<file path="src/rtl/image_rom_streamer_if.sv">
// ============================================================================
// Module      : image_rom_streamer_if
// Description : Bundles the image ROM read port and the outgoing pixel stream
//               of image_rom_streamer.
// Revision    : 1.0 - initial release
// ----------------------------------------------------------------------------
// Signals
//   rom_addr  [AW]     read address to the synchronous image ROM
//   rom_rd    [WIDTH]  ROM read data, one cycle after the address is sampled
//   pix_data  [WIDTH]  stream pixel
//   pix_valid          pixel valid
//   pix_ready          downstream accept (transfer = pix_valid & pix_ready)
//   pix_sof            first pixel of the frame
//   pix_last           final pixel of the frame
//   pix_eol            final pixel of a row (only with IMAGE_STREAM_EOL_EN)
// Modports: master = streamer side, slave = ROM/sink side.
// Optional macro: IMAGE_STREAM_EOL_EN adds pix_eol.
// ============================================================================
`default_nettype none

interface image_rom_streamer_if #(
  parameter int WIDTH = 8,
  parameter int AW    = 32
);
  logic [AW-1:0]    rom_addr;
  logic [WIDTH-1:0] rom_rd;
  logic [WIDTH-1:0] pix_data;
  logic             pix_valid;
  logic             pix_ready;
  logic             pix_sof;
  logic             pix_last;
`ifdef IMAGE_STREAM_EOL_EN
  logic             pix_eol;
`endif

  modport master (
    output rom_addr,
    input  rom_rd,
    output pix_data,
    output pix_valid,
    input  pix_ready,
    output pix_sof,
    output pix_last
`ifdef IMAGE_STREAM_EOL_EN
    , output pix_eol
`endif
  );

  modport slave (
    input  rom_addr,
    output rom_rd,
    input  pix_data,
    input  pix_valid,
    output pix_ready,
    input  pix_sof,
    input  pix_last
`ifdef IMAGE_STREAM_EOL_EN
    , input pix_eol
`endif
  );
endinterface

`default_nettype wire

</file>
<file path="src/rtl/image_rom_streamer.sv">
// ============================================================================
// Module      : image_rom_streamer
// Description : Reads a complete IMG_W x IMG_H frame from a synchronous image
//               ROM (1-cycle latency) in raster order and presents it as a
//               valid/ready pixel stream. A 2-entry output buffer absorbs the
//               ROM latency so backpressure never drops or repeats a pixel.
// Revision    : 1.0 - initial release
// ----------------------------------------------------------------------------
// Ports
//   clk    in   system clock, rising edge
//   rst_n  in   asynchronous active-low reset
//   start  in   frame request, sampled only while idle
//   busy   out  high from frame accept until the final pixel handshake
//   done   out  one-cycle pulse after the final pixel handshake
//   bus    master modport of image_rom_streamer_if (ROM port + pixel stream)
// Optional macro: IMAGE_STREAM_EOL_EN adds the pix_eol row-end marker.
// ============================================================================
`default_nettype none

module image_rom_streamer #(
  parameter int WIDTH = 8,
  parameter int IMG_W = 256,
  parameter int IMG_H = 256,
  parameter int AW    = 32
) (
  input  wire logic              clk,
  input  wire logic              rst_n,
  input  wire logic              start,
  output logic                   busy,
  output logic                   done,
  image_rom_streamer_if.master   bus
);

  localparam int N  = IMG_W * IMG_H;
  localparam int CW = $clog2(N + 1);
  localparam logic [CW-1:0] N_CNT    = CW'(N);
  localparam logic [CW-1:0] LAST_IDX = CW'(N - 1);

  typedef enum logic [0:0] {
    ST_IDLE = 1'b0,
    ST_RUN  = 1'b1
  } state_t;

  state_t           state_q;
  logic             busy_q;
  logic             done_q;
  logic [CW-1:0]    issue_cnt_q;

  // Read in flight: tags are captured at issue and ride along with the data.
  logic             infl_q;
  logic             infl_sof_q;
  logic             infl_last_q;

  // 2-entry output FIFO.
  logic [WIDTH-1:0] data_q [2];
  logic [1:0]       sof_q;
  logic [1:0]       last_q;
  logic             rd_ptr_q;
  logic             wr_ptr_q;
  logic [1:0]       occ_q;

`ifdef IMAGE_STREAM_EOL_EN
  localparam int COLW = (IMG_W > 1) ? $clog2(IMG_W) : 1;
  localparam logic [COLW-1:0] COL_LAST = COLW'(IMG_W - 1);
  logic [COLW-1:0]  col_q;
  logic             infl_eol_q;
  logic [1:0]       eol_q;
`endif

  logic             valid;
  logic             pop;
  logic             frame_end;
  logic [2:0]       level;
  logic             issue;
  logic [1:0]       occ_d;

  always_comb begin
    valid     = (occ_q != 2'd0);
    pop       = valid & bus.pix_ready;
    frame_end = pop & last_q[rd_ptr_q];
    // Issue only if the returning word is guaranteed a free slot:
    // occupancy + in-flight - pop must stay <= 1.
    level     = {1'b0, occ_q} + {2'b00, infl_q};
    issue     = (state_q == ST_RUN) && (issue_cnt_q < N_CNT) &&
                (level <= (3'd1 + {2'b00, pop}));
    occ_d     = occ_q + {1'b0, infl_q} - {1'b0, pop};
  end

  always_ff @(posedge clk or negedge rst_n) begin
    if (!rst_n) begin
      state_q     <= ST_IDLE;
      busy_q      <= 1'b0;
      done_q      <= 1'b0;
      issue_cnt_q <= '0;
      infl_q      <= 1'b0;
      infl_sof_q  <= 1'b0;
      infl_last_q <= 1'b0;
      data_q[0]   <= '0;
      data_q[1]   <= '0;
      sof_q       <= '0;
      last_q      <= '0;
      rd_ptr_q    <= 1'b0;
      wr_ptr_q    <= 1'b0;
      occ_q       <= '0;
`ifdef IMAGE_STREAM_EOL_EN
      col_q       <= '0;
      infl_eol_q  <= 1'b0;
      eol_q       <= '0;
`endif
    end else begin
      done_q <= 1'b0;
      case (state_q)
        ST_IDLE: begin
          if (start) begin
            state_q     <= ST_RUN;
            busy_q      <= 1'b1;
            issue_cnt_q <= '0;
`ifdef IMAGE_STREAM_EOL_EN
            col_q       <= '0;
`endif
          end
        end
        ST_RUN: begin
          if (issue) begin
            issue_cnt_q <= issue_cnt_q + CW'(1);
`ifdef IMAGE_STREAM_EOL_EN
            col_q       <= (col_q == COL_LAST) ? '0 : col_q + COLW'(1);
`endif
          end
          // Every read has been issued by the time the last pixel leaves,
          // so returning the address to 0 here cannot collide with an issue.
          if (frame_end) begin
            state_q     <= ST_IDLE;
            busy_q      <= 1'b0;
            done_q      <= 1'b1;
            issue_cnt_q <= '0;
          end
        end
        default: state_q <= ST_IDLE;
      endcase

      infl_q      <= issue;
      infl_sof_q  <= (issue_cnt_q == '0);
      infl_last_q <= (issue_cnt_q == LAST_IDX);
`ifdef IMAGE_STREAM_EOL_EN
      infl_eol_q  <= (col_q == COL_LAST);
`endif

      if (infl_q) begin
        data_q[wr_ptr_q] <= bus.rom_rd;
        sof_q[wr_ptr_q]  <= infl_sof_q;
        last_q[wr_ptr_q] <= infl_last_q;
`ifdef IMAGE_STREAM_EOL_EN
        eol_q[wr_ptr_q]  <= infl_eol_q;
`endif
        wr_ptr_q <= ~wr_ptr_q;
      end
      if (pop) begin
        rd_ptr_q <= ~rd_ptr_q;
      end
      occ_q <= occ_d;
    end
  end

  assign busy          = busy_q;
  assign done          = done_q;
  assign bus.rom_addr  = AW'(issue_cnt_q);
  assign bus.pix_data  = data_q[rd_ptr_q];
  assign bus.pix_valid = valid;
  assign bus.pix_sof   = valid & sof_q[rd_ptr_q];
  assign bus.pix_last  = valid & last_q[rd_ptr_q];
`ifdef IMAGE_STREAM_EOL_EN
  assign bus.pix_eol   = valid & eol_q[rd_ptr_q];
`endif

endmodule

`default_nettype wire

</file>
<file path="src/flat_wrapper.sv">
// flat-port wrapper written by rule: the top's interface ports become plain ports
module image_rom_streamer_flat 
#(
  parameter int WIDTH = 8,
  parameter int IMG_W = 256,
  parameter int IMG_H = 256,
  parameter int AW    = 32
)
  (clk, rst_n, start, busy, done, bus_rom_addr, bus_rom_rd, bus_pix_data, bus_pix_valid, bus_pix_ready, bus_pix_sof, bus_pix_last);
  image_rom_streamer_if #(.WIDTH(WIDTH), .AW(AW)) bus_i ();
  input  wire logic clk;
  input  wire logic rst_n;
  input  wire logic start;
  output logic busy;
  output logic done;
  output wire logic [$bits(bus_i.rom_addr)-1:0] bus_rom_addr;
  input wire logic [$bits(bus_i.rom_rd)-1:0] bus_rom_rd;
  output wire logic [$bits(bus_i.pix_data)-1:0] bus_pix_data;
  output wire logic [$bits(bus_i.pix_valid)-1:0] bus_pix_valid;
  input wire logic [$bits(bus_i.pix_ready)-1:0] bus_pix_ready;
  output wire logic [$bits(bus_i.pix_sof)-1:0] bus_pix_sof;
  output wire logic [$bits(bus_i.pix_last)-1:0] bus_pix_last;
  assign bus_rom_addr = bus_i.rom_addr;
  assign bus_i.rom_rd = bus_rom_rd;
  assign bus_pix_data = bus_i.pix_data;
  assign bus_pix_valid = bus_i.pix_valid;
  assign bus_i.pix_ready = bus_pix_ready;
  assign bus_pix_sof = bus_i.pix_sof;
  assign bus_pix_last = bus_i.pix_last;
  image_rom_streamer #(.WIDTH(WIDTH), .IMG_W(IMG_W), .IMG_H(IMG_H), .AW(AW)) u_core (.clk(clk), .rst_n(rst_n), .start(start), .busy(busy), .done(done), .bus(bus_i));
endmodule
</file>
<file path="config.mk">
export PLATFORM = sky130hd
export DESIGN_NAME = image_rom_streamer_flat
export DESIGN_NICKNAME = d
export VERILOG_FILES = /design/src/rtl/image_rom_streamer_if.sv /design/src/rtl/image_rom_streamer.sv /design/src/flat_wrapper.sv
export SDC_FILE = /design/constraint.sdc
export NUM_CORES = 1
export LEC_CHECK = 0
export BUFFER_PORTS_ARGS = -buffer_cell sky130_fd_sc_hd__buf_2
export CAP_MARGIN = 20
export CORE_ASPECT_RATIO = 1.1
export CORE_UTILIZATION = 49
export DETAILED_ROUTE_END_ITERATION = 16
export PLACE_DENSITY = 0.8
export SYNTH_ARGS = -nofsm -noshare
export SYNTH_HDL_FRONTEND = slang
export SYNTH_SLANG_ARGS = --single-unit
</file>
<file path="constraint.sdc">
create_clock -name clk -period 3 [get_ports clk]
set_input_delay 0.6 -clock clk [delete_from_list [all_inputs] [get_ports clk]]
set_output_delay 0.6 -clock clk [all_outputs]
set_load 0.05 [all_outputs]
</file>
Yosys cells after proc, flatten, opt, wreduce, memory -nomap -nowiden --
Index checks and enable logic that the tools add are counted.
Storage, ports and cells: flip-flop bits (word level) 47, output and inout port bits 45, word-level logic and storage cells 74
Operators by class: $add $sub $neg 5, $lt $le $gt $ge 8, equal/unequal tests 4, mux-type cells 26, bitwise gates (word level) 9, reductions and logical operators 8
Operator list (count):
- $mux W17 | 3
- $pmux W17 S2 | 1
- $mux W8 | 4
- $add A17 B1 Y17 const B | 1
- $eq A17 B16 Y1 const B | 1
- $logic_not A17 Y1 | 1
- $lt A17 B17 Y1 const B | 1
- $bwmux W16 | 1
- $mux W1 | 11
- $demux W8 S1 | 1
- $and A1 B1 Y1 | 4
- $bwmux W2 | 2
- $ge A2 B2 Y1 const B | 2
- $logic_and A1 B1 Y1 | 4
- $lt A1 B2 Y1 const B | 2
- $ne A2 B2 Y1 const B | 2
- $not A1 Y2 | 2
- $pmux W1 S2 | 2
- $reduce_and A2 Y1 | 2
- $add A2 B1 Y3 | 1
- $le A3 B3 Y1 | 1
- $ne A3 B3 Y1 const B | 1
- $not A1 Y1 | 3
- $add A1 B1 Y2 const A | 1
- other kinds (6) | 6

Longest topological paths before layout --
Gate-level depths: netlist (run 1).
depth in word-level cells 8, mapped depth 9

Least setup slack after synthesis (run 1) --
Ideal clock, no wire load.
path type input port to flip-flop, start point in bus_pix_ready, end point reg u_core.issue_cnt_q[6], arrival time 2709 ps, data required time 2933 ps, setup slack 223 ps, cell stages on the path 8, cells stage by stage o21ai_2 -> inv_2 -> fa_1 -> or3b_4 -> a211o_1 -> buf_6 -> or4_1 -> nand2_1
Between the ends: longest elaborated chain between the ends 6, elaborated cells on any way between the ends 9, those cells by class add/sub: 1; order compare: 1; eq/ne: 1; mux: 2; bitwise: 2; reduce/logical: 2
RTL lines:
- start, declared | RTL line flat_wrapper.sv:20 | input wire logic [$bits(bus_i.pix_ready)-1:0] bus_pix_ready;
- $and A1 B1 Y1 * | RTL line image_rom_streamer.sv:79 | pop = valid & bus.pix_ready;
- named net u_core.pop | RTL line image_rom_streamer.sv:71 | logic pop;
- $add A1 B1 Y2 | RTL line image_rom_streamer.sv:85 | (level <= (3'd1 + {2'b00, pop}));
- $le A3 B3 Y1 | RTL line image_rom_streamer.sv:85
- $logic_and A1 B1 Y1 | RTL line image_rom_streamer.sv:84 | issue = (state_q == ST_RUN) && (issue_cnt_q < N_CNT) &&
- $ne A3 B3 Y1 (no line)
- $reduce_and A2 Y1 (no line)
- end signal, assigned | RTL line image_rom_streamer.sv:125 | issue_cnt_q <= issue_cnt_q + CW'(1);
- end, declared | RTL line image_rom_streamer.sv:47 | logic [CW-1:0] issue_cnt_q;
Mark *: on every way through the listed nets, which the timed path passes. The rest lies on a longest branch. A chain may end at the register's enable or synchronous reset.

Worst setup path after layout (run 1) --
start point reg u_core.occ_q[1], end point reg u_core.issue_cnt_q[8]
Between the ends: longest elaborated chain between the ends 7, elaborated cells on any way between the ends 11, those cells by class add/sub: 2; order compare: 1; eq/ne: 1; mux: 2; bitwise: 2; reduce/logical: 3
RTL lines:
- start, declared | RTL line image_rom_streamer.sv:60 | logic [1:0] occ_q;
- start signal, assigned | RTL line image_rom_streamer.sv:104 | occ_q <= '0;
- start signal, assigned | RTL line image_rom_streamer.sv:161 | occ_q <= occ_d;
- $reduce_bool A2 Y1 * | RTL line image_rom_streamer.sv:78 | valid = (occ_q != 2'd0);
- $and A1 B1 Y1 * | RTL line image_rom_streamer.sv:79
- named net u_core.pop | RTL line image_rom_streamer.sv:71
- $add A1 B1 Y2 | RTL line image_rom_streamer.sv:85
- $le A3 B3 Y1 | RTL line image_rom_streamer.sv:85
- $logic_and A1 B1 Y1 | RTL line image_rom_streamer.sv:84
- $ne A3 B3 Y1 (no line)
- $reduce_and A2 Y1 (no line)
Marked as above.

==> results of run 1 <==
==> layout by cell type, fill, tap and decap left out, types with 7 or more instances in the layout <==
master,count
sky130_fd_sc_hd__nand2_1,17
sky130_fd_sc_hd__ha_1,7
sky130_fd_sc_hd__mux2i_1,8
sky130_fd_sc_hd__mux2_2,29
sky130_fd_sc_hd__nor2_1,8
sky130_fd_sc_hd__inv_1,12
sky130_fd_sc_hd__dfrtp_1,47
sky130_fd_sc_hd__nand2b_1,7
sky130_fd_sc_hd__buf_2,41
sky130_fd_sc_hd__conb_1,15
==> power by group through the flow <==
stage               clock (W)  combinational [W]  sequential [W]
finish               0.000372            0.00189         0.00104
global route         0.000411            0.00204         0.00107
CTS                  0.000386            0.00190         0.00104
detailed placement          0            0.00189         0.00105
global placement            0            0.00185         0.00103
floorplan                   0            0.00132         0.00122
==> through the flow <==
| stage | area, sq um | power, W | hold slack [ns] |
|---|---|---|---|
| after floorplan | 2580 | 0.00254 | 0.304 |
| final | 2850 | 0.00330 | 0.185 |
| after detailed placement | 2750 | 0.00294 | 0.492 |
| after global placement | 2750 | 0.00289 | 0.474 |
| after CTS | 2830 | 0.00332 | 0.508 |
| after global routing | 2850 | 0.00352 | 0.193 |
==> logic make-up (layout without fill, tap and decap cells) <==
logic type                 after synthesis  count (layout)  synth area share (%)
and+or+nand+nor                         61              61                  12.9
DFF                                     47              47                  46.5
AOI/OAI and AO/OA                       37              37                  10.4
muxes                                   37              37                  16.1
buffers and inverters                   35              69                  7.92
adders and majority gates                8               8                  4.26
xor gates and xnor gates                 5               5                  1.73
other                                    1              15                 0.148
==> how the worst max path moves through the flow <==
stage          depth (start not counted)                 startpoint  slack (ns)                                  to
2_1_floorplan                          8              bus_pix_ready        0.22   u_core.issue_cnt_q[6]$_DFFE_PN0P_
3_3_place_gp                           8              bus_pix_ready        0.15   u_core.issue_cnt_q[6]$_DFFE_PN0P_
3_5_place_dp                           9              bus_pix_ready        0.10   u_core.issue_cnt_q[8]$_DFFE_PN0P_
4_1_cts                                8  u_core.occ_q[1]$_DFF_PN0_        0.24   u_core.issue_cnt_q[8]$_DFFE_PN0P_
5_1_grt                                7  u_core.occ_q[1]$_DFF_PN0_       0.003  u_core.issue_cnt_q[10]$_DFFE_PN0P_
6_report                               7  u_core.occ_q[1]$_DFF_PN0_        0.21   u_core.issue_cnt_q[8]$_DFFE_PN0P_
==> registers in the layout (all words and copies together) (netlist names) <==
name / cells
u_core.state_q: 1
u_core.done: 1
u_core.infl_sof_q: 1
u_core.issue_cnt_q: 17
u_core.busy: 1
u_core.data_q: 16
u_core.infl_last_q: 1
u_core.last_q: 2
u_core.occ_q: 2
u_core.sof_q: 2
u_core.wr_ptr_q: 1
u_core.infl_q: 1
u_core.rd_ptr_q: 1
==> area by class of cell <==
class	count	area [sq um]
Timing Repair Buffer	47	263
Inverter	14	52.6
Clock inverter	2	12.5
Sequential cell	47	1180
Multi-Input combinational cell	163	1200
Tap cell	58	72.6
Clock buffer	6	72.6
Fill cell	444	2150
==> per-layer routing <==
layer | global-route usage [%] | wire length (um) | share of wire (%)
met1 | 26.5 | 2310 | 46
met2 | 32.0 | 2410 | 48
met3 | 4.86 | 280 | 5.6
met4 | 5.10 | 24 | 0.48
met5 | 0 | 0 | 0
==> synth_stat cells, types with 2 or more instances <==
cell type / n
sky130_fd_sc_hd__mux2i_1: 8
sky130_fd_sc_hd__nand4_1: 3
sky130_fd_sc_hd__a31oi_1: 6
sky130_fd_sc_hd__inv_1: 12
sky130_fd_sc_hd__o311ai_0: 2
sky130_fd_sc_hd__o31ai_1: 2
sky130_fd_sc_hd__mux2_2: 29
sky130_fd_sc_hd__nand2_1: 17
sky130_fd_sc_hd__and2_1: 2
sky130_fd_sc_hd__nand2b_1: 7
sky130_fd_sc_hd__inv_2: 2
sky130_fd_sc_hd__xnor2_1: 4
sky130_fd_sc_hd__o41ai_1: 2
sky130_fd_sc_hd__nor3_1: 2
sky130_fd_sc_hd__nand3_1: 6
sky130_fd_sc_hd__buf_4: 16
sky130_fd_sc_hd__ha_1: 7
sky130_fd_sc_hd__clkbuf_1: 2
sky130_fd_sc_hd__a21o_1: 3
sky130_fd_sc_hd__a211oi_1: 3
sky130_fd_sc_hd__and4_1: 3
sky130_fd_sc_hd__nor2b_1: 2
sky130_fd_sc_hd__a21oi_1: 3
sky130_fd_sc_hd__dfrtp_1: 47
sky130_fd_sc_hd__a2111oi_0: 3
sky130_fd_sc_hd__o211ai_1: 2
sky130_fd_sc_hd__nor2_1: 8
sky130_fd_sc_hd__nor4_1: 4
sky130_fd_sc_hd__o21ai_0: 6
sky130_fd_sc_hd__and3_1: 2
==> worst max-delay path, stage by stage, from the launching register on <==
cell and delay [ns]:
sky130_fd_sc_hd__dfrtp_1 0.45, sky130_fd_sc_hd__o21ai_2 0.19, sky130_fd_sc_hd__inv_2 0.08, sky130_fd_sc_hd__fa_1 0.51
sky130_fd_sc_hd__or3b_4 0.42, sky130_fd_sc_hd__a211o_1 0.43, sky130_fd_sc_hd__o311ai_0 0.42, sky130_fd_sc_hd__o41ai_1 0.15
==> flow_summary.html, run 1 <==
<table>
<tr><th>Metric</th><th>Value</th></tr>
<tr><th colspan="2">Floorplan</th></tr>
<tr><td>Effective utilization at floorplan</td><td>50.6%</td></tr>
<tr><td>Rows</td><td>27</td></tr>
<tr><td>I/O pins</td><td>57</td></tr>
<tr><td>Die ar.</td><td>5450 sq um</td></tr>
<tr><td>Die height</td><td>77.3 um</td></tr>
<tr><td>Die width</td><td>70.5 um</td></tr>
<tr><td>Placeable Area</td><td>5000 sq um</td></tr>
<tr><th colspan="2">Worst setup path</th></tr>
<tr><td>Type of element capturing the critical path</td><td>flip-flop</td></tr>
<tr><td>End of the worst register-to-register path</td><td>u_core.issue_cnt_q[8]$_DFFE_PN0P_</td></tr>
<tr><td>Number of cells on the worst reg-to-reg path</td><td>7</td></tr>
<tr><td>Sort of element at the start of the critical path</td><td>flip-flop</td></tr>
<tr><td>CP required</td><td>3.16 ns</td></tr>
<tr><td>Data arrival at the endpoint of the critical path</td><td>2.95 ns</td></tr>
<tr><td>CP Class</td><td>reg2reg</td></tr>
<tr><td>Biggest fanout along the worst timing path</td><td>10</td></tr>
<tr><td>Register-to-Register Setup Slack</td><td>0.21 ns</td></tr>
<tr><td>Source of the worst register-to-register timing path</td><td>u_core.occ_q[1]$_DFF_PN0_</td></tr>
<tr><th colspan="2">Power</th></tr>
<tr><td>Share of power burned in registers</td><td>31.5%</td></tr>
<tr><td>Static leakage power</td><td>1.36 nW</td></tr>
<tr><td>Internal cell power</td><td>0.00169 W</td></tr>
<tr><td>Fraction of power spent switching nets</td><td>48.9%</td></tr>
<tr><td>Clock power frac</td><td>11.3%</td></tr>
<tr><td>Combinational share of power</td><td>57.2%</td></tr>
<tr><td>Switching power</td><td>0.00162 W</td></tr>
<tr><td>Total power density per cell area</td><td>1160 nW/um^2</td></tr>
<tr><td>Worst vdd ir</td><td>0.777 mV</td></tr>
<tr><th colspan="2">Placement</th></tr>
<tr><td>Port-buffer cells</td><td>41</td></tr>
<tr><td>Final weighted congestion in routability-driven placement</td><td>0.863</td></tr>
<tr><td>Place WS</td><td>0.105 ns</td></tr>
<tr><td>Dpl cells</td><td>328</td></tr>
<tr><td>Hpwl dp</td><td>3640 um</td></tr>
<tr><th colspan="2">Final layout</th></tr>
<tr><td>Core utilization of the finished layout</td><td>57.1%</td></tr>
<tr><td>Antenna diode count</td><td>0</td></tr>
<tr><td>Area Growth Syn to Fin</td><td>12.9%</td></tr>
<tr><td>Final std cells w/o fill</td><td>337</td></tr>
<tr><td>Share of layout cells above drive strength 1</td><td>31.9%</td></tr>
<tr><td>Final Net Count</td><td>298</td></tr>
<tr><th colspan="2">Yosys</th></tr>
<tr><td>Seq/Total Area, Yosys</td><td>46.5%</td></tr>
<tr><td>Netlist area before placement</td><td>2530 sq um</td></tr>
<tr><td>Unique cell type count in the Yosys netlist</td><td>46</td></tr>
<tr><td>Synth warnings</td><td>0</td></tr>
<tr><td>Number of synthesized flops with an enable pin</td><td>0</td></tr>
<tr><td>Synthesized instance count</td><td>231</td></tr>
<tr><td>Synth Register Bits</td><td>47</td></tr>
<tr><td>Yosys top cell area share</td><td>46.5%</td></tr>
<tr><td>Proportion of register bits with asynchronous set or reset after synthesis</td><td>100%</td></tr>
<tr><td>Synth top area cells</td><td>sky130_fd_sc_hd__dfrtp_1 (47%), sky130_fd_sc_hd__mux2_2 (13%), sky130_fd_sc_hd__buf_4 (4.8%), sky130_fd_sc_hd__ha_1 (3.5%), sky130_fd_sc_hd__mux2i_1 (3.2%)</td></tr>
<tr><td>Dominant cell type by area after synthesis</td><td>sky130_fd_sc_hd__dfrtp_1</td></tr>
<tr><td>Post-synthesis average cell area</td><td>10.9 sq um</td></tr>
<tr><td>Primary flip-flop cell chosen by synthesis mapping</td><td>sky130_fd_sc_hd__dfrtp_1</td></tr>
<tr><th colspan="2">Status</th></tr>
<tr><td>Run status</td><td>complete, but fails checks</td></tr>
<tr><td>Violations in the final reports</td><td>design-rule violations</td></tr>
<tr><th colspan="2">Detailed routing</th></tr>
<tr><td>Number of routed nets with antenna violations</td><td>0</td></tr>
<tr><td>Count of vias placed by the detailed router</td><td>1848</td></tr>
<tr><td>Routed length per instance</td><td>14.9 um</td></tr>
<tr><td>Post-Route WL</td><td>5030 um</td></tr>
<tr><td>DRC Markers</td><td>6</td></tr>
<tr><td>DR iter-0 viols</td><td>131</td></tr>
<tr><td>Pre-Repair DR Iteration Count</td><td>10</td></tr>
<tr><td>Via density</td><td>5.48</td></tr>
<tr><th colspan="2">CTS</th></tr>
<tr><td>Level count of the clock H-tree</td><td>2</td></tr>
<tr><td>Buffer type at the clock tree root</td><td>sky130_fd_sc_hd__clkbuf_8</td></tr>
<tr><td>Number of buffers inserted by post-CTS setup repair</td><td>0</td></tr>
<tr><td>Clock Latency Late Sink</td><td>0.29 ns</td></tr>
<tr><td>Number of gates resized after CTS</td><td>0</td></tr>
<tr><td>Hold Buf Count CTS</td><td>0</td></tr>
<tr><td>Clock tree from TritonCTS</td><td>yes</td></tr>
<tr><td>Clock slew at reported path FFs</td><td>0.09 ns</td></tr>
<tr><td>Clk buf depth</td><td>2</td></tr>
<tr><td>CTS Buf Count</td><td>5</td></tr>
<tr><td>Clock Sinks</td><td>47</td></tr>
<tr><th colspan="2">Global routing</th></tr>
<tr><td>GRT Residual Overflow</td><td>0</td></tr>
<tr><td>Largest net degree at the start of global routing</td><td>48</td></tr>
<tr><td>Vias in the first global route</td><td>1755</td></tr>
<tr><td>Global-route usage over all layers</td><td>19.8%</td></tr>
<tr><td>Global-route wire length before repair</td><td>8400 um</td></tr>
<tr><td>Initial antenna violation count</td><td>0</td></tr>
<tr><th colspan="2">Worst hold path</th></tr>
<tr><td>Type of the most critical hold path</td><td>in2async</td></tr>
<tr><th colspan="2">STA</th></tr>
<tr><td>Worst slew slack as a fraction of its limit</td><td>40.4%</td></tr>
<tr><td>Period utilisation layout</td><td>92.9%</td></tr>
<tr><td>Setup_tns</td><td>0 ns</td></tr>
<tr><td>Setup violation total in the final timing report</td><td>0</td></tr>
<tr><td>Peak Freq</td><td>359 MHz</td></tr>
<tr><td>Total count of max-transition violations in the final report</td><td>0</td></tr>
<tr><td>Tmin final</td><td>2.79 ns</td></tr>
<tr><td>Final critical-path setup slack</td><td>0.213 ns</td></tr>
<tr><td>Actual transition at the worst max-transition pin</td><td>0.891 ns</td></tr>
<tr><td>Final-report hold violation count</td><td>0</td></tr>
<tr><td>Unrepaired setup endpoints after global routing</td><td>no</td></tr>
<tr><td>Layout Skew</td><td>0.00253 ns</td></tr>
<tr><th colspan="2">Flow run</th></tr>
<tr><td>Max-cap violation count</td><td>0</td></tr>
</table>
Power figures use the tool's default switching activity.
==> run 2: changes to the inputs <==
Settings changed: PLACE_DENSITY 0.8 to 0.76.
==> run 2 against run 1 <==
The flow still finishes with violations (design-rule violations). Clock skew up 0.0084 ns. Hold slack lost 0.0057 ns. Highest routed layer unchanged. Largest power group unchanged. Final area increased by 0.13%. Critical endpoint is now u_core.issue_cnt_q[11]$_DFFE_PN0P_.
==> flow_summary.html, run 2 (synthesis results as in run 1) <==
<table>
<tr><th>Metric</th><th>Value</th></tr>
<tr><th colspan="2">Final layout</th></tr>
<tr><td>Final std cells w/o fill</td><td>335 (-0.59%)</td></tr>
<tr><td>Final standard cell area without fillers</td><td>2860 sq um (+0.13%)</td></tr>
<tr><td>Most frequent standard cell in the layout excluding fill and tap cells</td><td>sky130_fd_sc_hd__dfrtp_1</td></tr>
<tr><td>Final Net Count</td><td>296 (-0.67%)</td></tr>
<tr><td>Fillers</td><td>470 (+5.9%)</td></tr>
<tr><td>Top reg by flops</td><td>u_core.issue_cnt_q</td></tr>
<tr><td>Highest-count cells in the layout ignoring fill and taps</td><td>sky130_fd_sc_hd__dfrtp_1 (47), sky130_fd_sc_hd__buf_2 (41), sky130_fd_sc_hd__mux2_2 (29)</td></tr>
<tr><td>Antenna diode count</td><td>0 (unchanged)</td></tr>
<tr><td>Top Registers</td><td>u_core.issue_cnt_q (17), u_core.data_q (16)</td></tr>
<tr><td>Share of layout cells above drive strength 1</td><td>31.8% (-0.13 points)</td></tr>
<tr><td>Number of flip-flops under the largest register name</td><td>17 (unchanged)</td></tr>
<tr><td>Area Growth Syn to Fin</td><td>13.0%</td></tr>
<tr><th colspan="2">Global routing</th></tr>
<tr><td>GRT Residual Overflow</td><td>0 (unchanged)</td></tr>
<tr><td>Global-route usage over all layers</td><td>19.7% (-0.027 points)</td></tr>
<tr><td>Largest net degree at the start of global routing</td><td>34 (-29%)</td></tr>
<tr><td>Vias in the first global route</td><td>1808 (+3.0%)</td></tr>
<tr><td>Global-route wire length before repair</td><td>8400 um (unchanged)</td></tr>
<tr><td>Initial antenna violation count</td><td>0 (unchanged)</td></tr>
<tr><th colspan="2">Floorplan</th></tr>
<tr><td>Placeable Area</td><td>5000 sq um (unchanged)</td></tr>
<tr><td>Effective utilization at floorplan</td><td>50.6% (unchanged)</td></tr>
<tr><td>Rows</td><td>27 (unchanged)</td></tr>
<tr><td>Die ar.</td><td>5450 sq um (unchanged)</td></tr>
<tr><td>Die height</td><td>77.3 um (unchanged)</td></tr>
<tr><td>I/O pins</td><td>57 (unchanged)</td></tr>
<tr><td>Die width</td><td>70.5 um (unchanged)</td></tr>
<tr><th colspan="2">Worst setup path</th></tr>
<tr><td>CP required</td><td>3.19 ns (+0.03 ns)</td></tr>
<tr><td>Biggest fanout along the worst timing path</td><td>10 (unchanged)</td></tr>
<tr><td>Type of element capturing the critical path</td><td>flip-flop</td></tr>
<tr><td>Source of the worst register-to-register timing path</td><td>u_core.occ_q[1]$_DFF_PN0_</td></tr>
<tr><td>Number of cells on the worst reg-to-reg path</td><td>8 (+1)</td></tr>
<tr><td>End of the worst register-to-register path</td><td>u_core.issue_cnt_q[11]$_DFFE_PN0P_</td></tr>
<tr><td>Register-to-Register Setup Slack</td><td>0.17 ns (-0.04 ns)</td></tr>
<tr><td>CP Class</td><td>reg2reg</td></tr>
<tr><td>Critical path launch point</td><td>u_core.occ_q[1]$_DFF_PN0_</td></tr>
<tr><td>Data arrival at the endpoint of the critical path</td><td>3.01 ns (+0.06 ns)</td></tr>
<tr><td>End of the critical path</td><td>u_core.issue_cnt_q[11]$_DFFE_PN0P_</td></tr>
<tr><td>Sort of element at the start of the critical path</td><td>flip-flop</td></tr>
<tr><th colspan="2">Status</th></tr>
<tr><td>Run status</td><td>complete, but fails checks</td></tr>
<tr><td>Violations in the final reports</td><td>design-rule violations</td></tr>
<tr><th colspan="2">Placement</th></tr>
<tr><td>Post-placement cell area</td><td>2740 sq um (-0.27%)</td></tr>
<tr><td>Port-buffer cells</td><td>41 (unchanged)</td></tr>
<tr><td>Hpwl dp</td><td>3620 um (-0.64%)</td></tr>
<tr><td>Final weighted congestion in routability-driven placement</td><td>0.825 (-4.4%)</td></tr>
<tr><td>Dpl cells</td><td>327 (-0.30%)</td></tr>
<tr><th colspan="2">CTS</th></tr>
<tr><td>Clock Sinks</td><td>47 (unchanged)</td></tr>
<tr><td>Level count of the clock H-tree</td><td>2 (unchanged)</td></tr>
<tr><td>Clock Latency Late Sink</td><td>0.31 ns (+0.02 ns)</td></tr>
<tr><td>Clk buf depth</td><td>2 (unchanged)</td></tr>
<tr><td>Clock tree from TritonCTS</td><td>yes</td></tr>
<tr><td>Buffer type at the clock tree root</td><td>sky130_fd_sc_hd__clkbuf_8</td></tr>
<tr><td>CTS Buf Count</td><td>5 (unchanged)</td></tr>
<tr><td>Clock slew at reported path FFs</td><td>0.09 ns (about the same)</td></tr>
<tr><th colspan="2">STA</th></tr>
<tr><td>Peak Freq</td><td>354 MHz (-1.4%)</td></tr>
<tr><td>Tmin final</td><td>2.83 ns (+0.0383 ns)</td></tr>
<tr><td>Setup violation total in the final timing report</td><td>0 (unchanged)</td></tr>
<tr><td>Final-report hold violation count</td><td>0 (unchanged)</td></tr>
<tr><td>Worst slew slack as a fraction of its limit</td><td>36.4% (-4.0 points)</td></tr>
<tr><td>Actual transition at the worst max-transition pin</td><td>0.951 ns (+0.0600 ns)</td></tr>
<tr><td>Period utilisation layout</td><td>94.2% (+1.3 points)</td></tr>
<tr><td>Total count of max-transition violations in the final report</td><td>0 (unchanged)</td></tr>
<tr><td>Unrepaired setup endpoints after global routing</td><td>no</td></tr>
<tr><td>Setup_tns</td><td>0 ns (unchanged)</td></tr>
<tr><td>Layout Skew</td><td>0.0109 ns (+0.00841 ns)</td></tr>
<tr><th colspan="2">Power</th></tr>
<tr><td>Switching power</td><td>0.00162 W (about the same)</td></tr>
<tr><td>Combinational share of power</td><td>54.6% (-2.6 points)</td></tr>
<tr><td>Total power density per cell area</td><td>1170 nW/um^2 (+1.3%)</td></tr>
<tr><td>Share of power burned in registers</td><td>31.2% (-0.3 points)</td></tr>
<tr><td>Internal cell power</td><td>0.00173 W (+2.7%)</td></tr>
<tr><td>Fraction of power spent switching nets</td><td>48.3% (-0.64 points)</td></tr>
<tr><td>Static leakage power</td><td>1.36 nW (about the same)</td></tr>
<tr><td>Worst vdd ir</td><td>0.695 mV (-11%)</td></tr>
<tr><td>Clock power frac</td><td>14.2% (+2.9 points)</td></tr>
<tr><th colspan="2">Detailed routing</th></tr>
<tr><td>Post-Route WL</td><td>5010 um (-0.38%)</td></tr>
<tr><td>Routed length per instance</td><td>14.9 um (+0.22%)</td></tr>
<tr><td>Count of vias placed by the detailed router</td><td>1889 (+2.2%)</td></tr>
<tr><td>Via density</td><td>5.64 (+2.8%)</td></tr>
<tr><td>Pre-Repair DR Iteration Count</td><td>10 (unchanged)</td></tr>
<tr><td>DRC Markers</td><td>9 (+3)</td></tr>
<tr><td>DR iter-0 viols</td><td>120 (-8.4%)</td></tr>
<tr><td>Number of routed nets with antenna violations</td><td>0 (unchanged)</td></tr>
<tr><th colspan="2">Worst hold path</th></tr>
<tr><td>Type of the most critical hold path</td><td>in2async</td></tr>
<tr><th colspan="2">Flow run</th></tr>
<tr><td>Max-cap violation count</td><td>0 (unchanged)</td></tr>
</table>
[run 2: critical path, stage by stage (launching register included)]
cell and delay [ns]:
sky130_fd_sc_hd__dfrtp_1 0.45, sky130_fd_sc_hd__o21ai_2 0.20, sky130_fd_sc_hd__inv_2 0.08, sky130_fd_sc_hd__fa_1 0.50
sky130_fd_sc_hd__or3b_4 0.42, sky130_fd_sc_hd__a211o_1 0.44, sky130_fd_sc_hd__inv_2 0.13, sky130_fd_sc_hd__nor2_1 0.11
sky130_fd_sc_hd__o41ai_1 0.37
[run 2: power groups by stage]
stage | logic [W] | registers, W | clock network [W]
finish | 0.00183 | 0.00105 | 0.000477
floorplan | 0.00132 | 0.00122 | 0
detailed placement | 0.00183 | 0.00105 | 0
global placement | 0.00180 | 0.00104 | 0
global route | 0.00197 | 0.00107 | 0.000507
CTS | 0.00184 | 0.00105 | 0.000487
[run 2: cell type report]
cell class              count  area [sq um]  area share [%]
clock buffers               5          68.8            2.41
clock inverters             3          46.3            1.62
inverters                  14          52.6            1.84
multi-input cells         163          1200            42.2
flip-flops and latches     47          1180            41.2
well taps                  58          72.6            2.54
repair buffers             45           235            8.23
[run 2: worst min-delay path by stage]
stage,startpoint,to,slack (ns),cells after the start
after floorplan,rst_n,u_core.busy$_DFFE_PN0P_,0.30,0
after global placement,u_core.wr_ptr_q$_DFFE_PN0P_,u_core.wr_ptr_q$_DFFE_PN0P_,0.47,1
after detailed placement,u_core.wr_ptr_q$_DFFE_PN0P_,u_core.wr_ptr_q$_DFFE_PN0P_,0.49,1
after CTS,rst_n,u_core.data_q[8]$_DFFE_PN0P_,0.18,1
after global routing,rst_n,u_core.data_q[8]$_DFFE_PN0P_,0.20,1
final,rst_n,u_core.data_q[8]$_DFFE_PN0P_,0.18,1
[run 2: per-stage QoR]
step           total power (W)  hold WS (ns)  setup WS [ns]  util, %
2_1_floorplan          0.00254         0.304          0.223        -
4_1_cts                0.00337         0.180          0.196     57.1
3_5_place_dp           0.00288         0.487         0.0596     54.8
3_3_place_gp           0.00285         0.474          0.134     54.8
5_1_grt                0.00355         0.197        0.00530     57.1
6_report               0.00335         0.179          0.174     57.1
[run 2: timing repair]
item                       4_1_cts  5_1_grt
resized for setup                0        1
setup endpoints to repair        0        1
buffers inserted                 0        0
hold buffers                     0        0
[run 2: layer usage]
| layer | routed length [um] | global-route usage, % | up-vias |
|---|---|---|---|
| li1 | - | - | 896 |
| met1 | 2200 | 24.3 | 929 |
| met2 | 2480 | 33.1 | 56 |
| met3 | 244 | 4.86 | 8 |
| met4 | 83 | 7.76 | 0 |
| met5 | 0 | 0 | - |
==> run 3: changes to the inputs <==
Settings changed: ABC_AREA set to 1.
==> run 3 against run 2 <==
Clock power fell by 18%. Routed wire length rose by 1.7%. Worst setup slack improved by 0.43 ns. Core utilization fell by 0.33 points. Cell count rose by 29%. Hold slack improved by 0.12 ns. Via count rose by 15%. The run still ends with design-rule violations left. Sequential share of layout area barely moved. Critical path type unchanged. Fmax rose by 18%.
==> flow_summary.html, run 3 <==
<table>
<tr><th>Metric</th><th>Value</th></tr>
<tr><th colspan="2">Worst setup path</th></tr>
<tr><td>Type of element capturing the critical path</td><td>flip-flop</td></tr>
<tr><td>Series of cell instances along the critical path</td><td>nor2_4 &gt; nor2_8 &gt; fa_1 &gt; nor2_1 &gt; nand2_1 &gt; nand2_1 &gt; nand2_1 &gt; nand2_2 &gt; nand3_4 &gt; a21oi_1 &gt; nor2_1</td></tr>
<tr><td>CP Class</td><td>reg2reg</td></tr>
<tr><td>Biggest fanout along the worst timing path</td><td>27 (+17)</td></tr>
<tr><td>Sort of element at the start of the critical path</td><td>flip-flop</td></tr>
<tr><td>Largest stage delay, worst path</td><td>0.48 ns (-0.02 ns)</td></tr>
<tr><td>Cell at the slowest stage of the critical path</td><td>sky130_fd_sc_hd__fa_1</td></tr>
<tr><td>Most common cell on crit path</td><td>sky130_fd_sc_hd__nand2_1</td></tr>
<tr><td>Data arrival at the endpoint of the critical path</td><td>2.59 ns (-0.42 ns)</td></tr>
<tr><td>CP required</td><td>3.19 ns (about the same)</td></tr>
<tr><th colspan="2">Global routing</th></tr>
<tr><td>Global-route wire length before repair</td><td>8940 um (+6.3%)</td></tr>
<tr><td>Initial antenna violation count</td><td>0 (unchanged)</td></tr>
<tr><td>GRT Residual Overflow</td><td>0 (unchanged)</td></tr>
<tr><td>Vias in the first global route</td><td>1977 (+9.3%)</td></tr>
<tr><td>Largest net degree at the start of global routing</td><td>28 (-18%)</td></tr>
<tr><td>Global-route usage over all layers</td><td>20.1% (+0.35 points)</td></tr>
<tr><th colspan="2">Status</th></tr>
<tr><td>Run status</td><td>complete, but fails checks</td></tr>
<tr><td>Violations in the final reports</td><td>design-rule violations</td></tr>
<tr><th colspan="2">CTS</th></tr>
<tr><td>Level count of the clock H-tree</td><td>2 (unchanged)</td></tr>
<tr><td>CTS Buf Count</td><td>5 (unchanged)</td></tr>
<tr><td>Clock Sinks</td><td>47 (unchanged)</td></tr>
<tr><td>Hold Buf Count CTS</td><td>0 (unchanged)</td></tr>
<tr><td>Clock tree from TritonCTS</td><td>yes</td></tr>
<tr><td>Number of gates resized after CTS</td><td>0 (unchanged)</td></tr>
<tr><td>Clock slew at reported path FFs</td><td>0.08 ns (about the same)</td></tr>
<tr><td>Number of buffers inserted by post-CTS setup repair</td><td>0 (unchanged)</td></tr>
<tr><td>Clock Latency Late Sink</td><td>0.30 ns (about the same)</td></tr>
<tr><td>Buffer type at the clock tree root</td><td>sky130_fd_sc_hd__clkbuf_8</td></tr>
<tr><td>Clk buf depth</td><td>2 (unchanged)</td></tr>
<tr><th colspan="2">Floorplan</th></tr>
<tr><td>Die width</td><td>71.3 um (+1.1%)</td></tr>
<tr><td>Rows</td><td>27 (unchanged)</td></tr>
<tr><td>Die ar.</td><td>5570 sq um (+2.2%)</td></tr>
<tr><td>I/O pins</td><td>57 (unchanged)</td></tr>
<tr><td>Die height</td><td>78.2 um (+1.1%)</td></tr>
<tr><td>Placeable Area</td><td>5030 sq um (+0.68%)</td></tr>
<tr><td>Effective utilization at floorplan</td><td>51.4% (+0.80 points)</td></tr>
<tr><th colspan="2">Yosys</th></tr>
<tr><td>Dominant cell type by area after synthesis</td><td>sky130_fd_sc_hd__dfrtp_1</td></tr>
<tr><td>Most instantiated library cell after synthesis</td><td>sky130_fd_sc_hd__nand2_1</td></tr>
<tr><td>Netlist area before placement</td><td>2580 sq um (+2.3%)</td></tr>
<tr><td>Unique cell type count in the Yosys netlist</td><td>32 (-30%)</td></tr>
<tr><td>Number of synthesized flops with an enable pin</td><td>0 (unchanged)</td></tr>
<tr><td>Yosys top cell area share</td><td>45.5% (-1.0 points)</td></tr>
<tr><td>Synth warnings</td><td>0 (unchanged)</td></tr>
<tr><td>Synth top area cells</td><td>sky130_fd_sc_hd__dfrtp_1 (45%), sky130_fd_sc_hd__nand2_1 (14%), sky130_fd_sc_hd__inv_1 (4.5%), sky130_fd_sc_hd__nor2_1 (4.5%), sky130_fd_sc_hd__nand3_1 (4.5%)</td></tr>
<tr><td>Proportion of register bits with asynchronous set or reset after synthesis</td><td>100% (unchanged)</td></tr>
<tr><td>Post-synthesis average cell area</td><td>7.76 sq um (-29%)</td></tr>
<tr><td>Synthesized instance count</td><td>333 (+44%)</td></tr>
<tr><td>Synth Register Bits</td><td>47 (unchanged)</td></tr>
<tr><td>List of most frequent post-synthesis cells</td><td>sky130_fd_sc_hd__nand2_1 (98), sky130_fd_sc_hd__dfrtp_1 (47), sky130_fd_sc_hd__inv_1 (31), sky130_fd_sc_hd__nor2_1 (31), sky130_fd_sc_hd__nand3_1 (23)</td></tr>
<tr><td>Primary flip-flop cell chosen by synthesis mapping</td><td>sky130_fd_sc_hd__dfrtp_1</td></tr>
<tr><td>Seq/Total Area, Yosys</td><td>45.5% (-1.0 points)</td></tr>
<tr><th colspan="2">Final layout</th></tr>
<tr><td>Highest-count cells in the layout ignoring fill and taps</td><td>sky130_fd_sc_hd__nand2_1 (98), sky130_fd_sc_hd__dfrtp_1 (47), sky130_fd_sc_hd__buf_2 (41)</td></tr>
<tr><td>Top Registers</td><td>u_core.issue_cnt_q (17), u_core.data_q (16)</td></tr>
<tr><td>Top reg by flops</td><td>u_core.issue_cnt_q</td></tr>
<tr><td>Area Growth Syn to Fin</td><td>10.6%</td></tr>
<tr><td>Number of flip-flops under the largest register name</td><td>17 (unchanged)</td></tr>
<tr><td>Final Net Count</td><td>394 (+33%)</td></tr>
<tr><td>Final std cells w/o fill</td><td>432 (+29%)</td></tr>
<tr><td>Antenna diode count</td><td>0 (unchanged)</td></tr>
<tr><td>Most frequent standard cell in the layout excluding fill and tap cells</td><td>sky130_fd_sc_hd__nand2_1</td></tr>
<tr><td>Share of layout cells above drive strength 1</td><td>16.3% (-15 points)</td></tr>
<tr><th colspan="2">STA</th></tr>
<tr><td>Smallest hold slack</td><td>0.296 ns (+0.117 ns)</td></tr>
<tr><td>Tmin final</td><td>2.39 ns (-0.434 ns)</td></tr>
<tr><td>Setup_tns</td><td>0 ns (unchanged)</td></tr>
<tr><td>Setup violation total in the final timing report</td><td>0 (unchanged)</td></tr>
<tr><td>Peak Freq</td><td>418 MHz (+18%)</td></tr>
<tr><td>Total count of max-transition violations in the final report</td><td>0 (unchanged)</td></tr>
<tr><td>Worst slew slack as a fraction of its limit</td><td>60.6% (+24 points)</td></tr>
<tr><td>Period utilisation layout</td><td>79.7% (-14 points)</td></tr>
<tr><td>Unrepaired setup endpoints after global routing</td><td>no</td></tr>
<tr><td>Final-report hold violation count</td><td>0 (unchanged)</td></tr>
<tr><td>Layout Skew</td><td>0.00442 ns (-0.00652 ns)</td></tr>
<tr><td>Actual transition at the worst max-transition pin</td><td>0.591 ns (-0.361 ns)</td></tr>
<tr><th colspan="2">Placement</th></tr>
<tr><td>Hpwl dp</td><td>3670 um (+1.4%)</td></tr>
<tr><td>Port-buffer cells</td><td>41 (unchanged)</td></tr>
<tr><td>Dpl cells</td><td>425 (+30%)</td></tr>
<tr><td>Final weighted congestion in routability-driven placement</td><td>0.863 (+4.5%)</td></tr>
<tr><th colspan="2">Detailed routing</th></tr>
<tr><td>DRC Markers</td><td>5 (-4)</td></tr>
<tr><td>Routed length per instance</td><td>11.8 um (-21%)</td></tr>
<tr><td>Number of routed nets with antenna violations</td><td>0 (unchanged)</td></tr>
<tr><td>Count of vias placed by the detailed router</td><td>2165 (+15%)</td></tr>
<tr><td>DR iter-0 viols</td><td>107 (-11%)</td></tr>
<tr><td>Pre-Repair DR Iteration Count</td><td>10 (unchanged)</td></tr>
<tr><td>Via density</td><td>5.01 (-11%)</td></tr>
<tr><td>Post-Route WL</td><td>5090 um (+1.7%)</td></tr>
<tr><th colspan="2">Power</th></tr>
<tr><td>Worst vdd ir</td><td>0.294 mV (-58%)</td></tr>
<tr><td>Static leakage power</td><td>1.59 nW (+17%)</td></tr>
<tr><td>Total power density per cell area</td><td>394 nW/um^2 (-66%)</td></tr>
<tr><th colspan="2">Worst hold path</th></tr>
<tr><td>Type of the most critical hold path</td><td>in2async</td></tr>
<tr><th colspan="2">Flow run</th></tr>
<tr><td>Max-cap violation count</td><td>0 (unchanged)</td></tr>
</table>
run 3: logic make-up after synthesis:
kind of cell	Yosys count	synth area share [%]
xor gates and xnor gates	5	1.69
AOI/OAI and AO/OA	38	7.45
buffers and inverters	61	11.7
adders and majority gates	8	4.16
and+or+nand+nor	173	29.4
DFF	47	45.5
other	1	0.145
run 3: area by class of cell:
class	count	area [sq um]
Fill cell	472	2170
Sequential cell	47	1180
Multi-Input combinational cell	239	1160
Timing Repair Buffer	43	220
Inverter	38	143
Clock buffer	6	82.6
Tap cell	58	72.6
Clock inverter	1	5.00
run 3: worst paths after layout:
kind / start / to / slack, ns / cells past startpoint
min: rst_n / u_core.data_q[0]$_DFFE_PN0P_ / 0.30 / 1
min reg2reg: u_core.busy$_DFFE_PN0P_ / u_core.busy$_DFFE_PN0P_ / 0.49 / 2
min in group clk: u_core.busy$_DFFE_PN0P_ / u_core.busy$_DFFE_PN0P_ / 0.49 / 2
max: u_core.occ_q[1]$_DFF_PN0_ / u_core.issue_cnt_q[15]$_DFFE_PN0P_ / 0.61 / 11
max in group asynchronous: rst_n / u_core.issue_cnt_q[7]$_DFFE_PN0P_ / 2.00 / 2
max reg2reg: u_core.occ_q[1]$_DFF_PN0_ / u_core.issue_cnt_q[15]$_DFFE_PN0P_ / 0.61 / 11
run 3: per-layer routing:
layer	wire, um	vias to the layer above	track usage [%]	part of all wire (%)
met4	124	0	6.60	2.4
met1	2280	986	26.5	45
met5	0	-	0	0
met2	2410	64	33.2	47
met3	279	12	3.72	5.5
li1	-	1103	-	-
run 3: power breakdown:
group	switching, W	leakage, nW	internal (W)
sequential	0.00000135	0.540	0.000633
clock	0.000208	0.0470	0.000181
combinational	0.0000875	1.01	0.0000145
total	0.000297	1.59	0.000829
run 3: critical path: cells and delay by family, from the launching register on:
family	cells	cell delay, ns
flops	1	0.46
fa+ha+maj	1	0.48
simple gates	9	1.11
compound gates	1	0.22
run 3: through the flow:
stage	total power (W)	instance area, sq um	util [%]	setup slack [ns]
floorplan	0.000736	2640	-	0.839
global placement	0.000750	2770	55.1	0.605
detailed placement	0.000751	2770	55.1	0.522
CTS	0.00114	2860	56.8	0.611
global route	0.00116	2860	56.8	0.339
finish	0.00113	2860	56.8	0.609
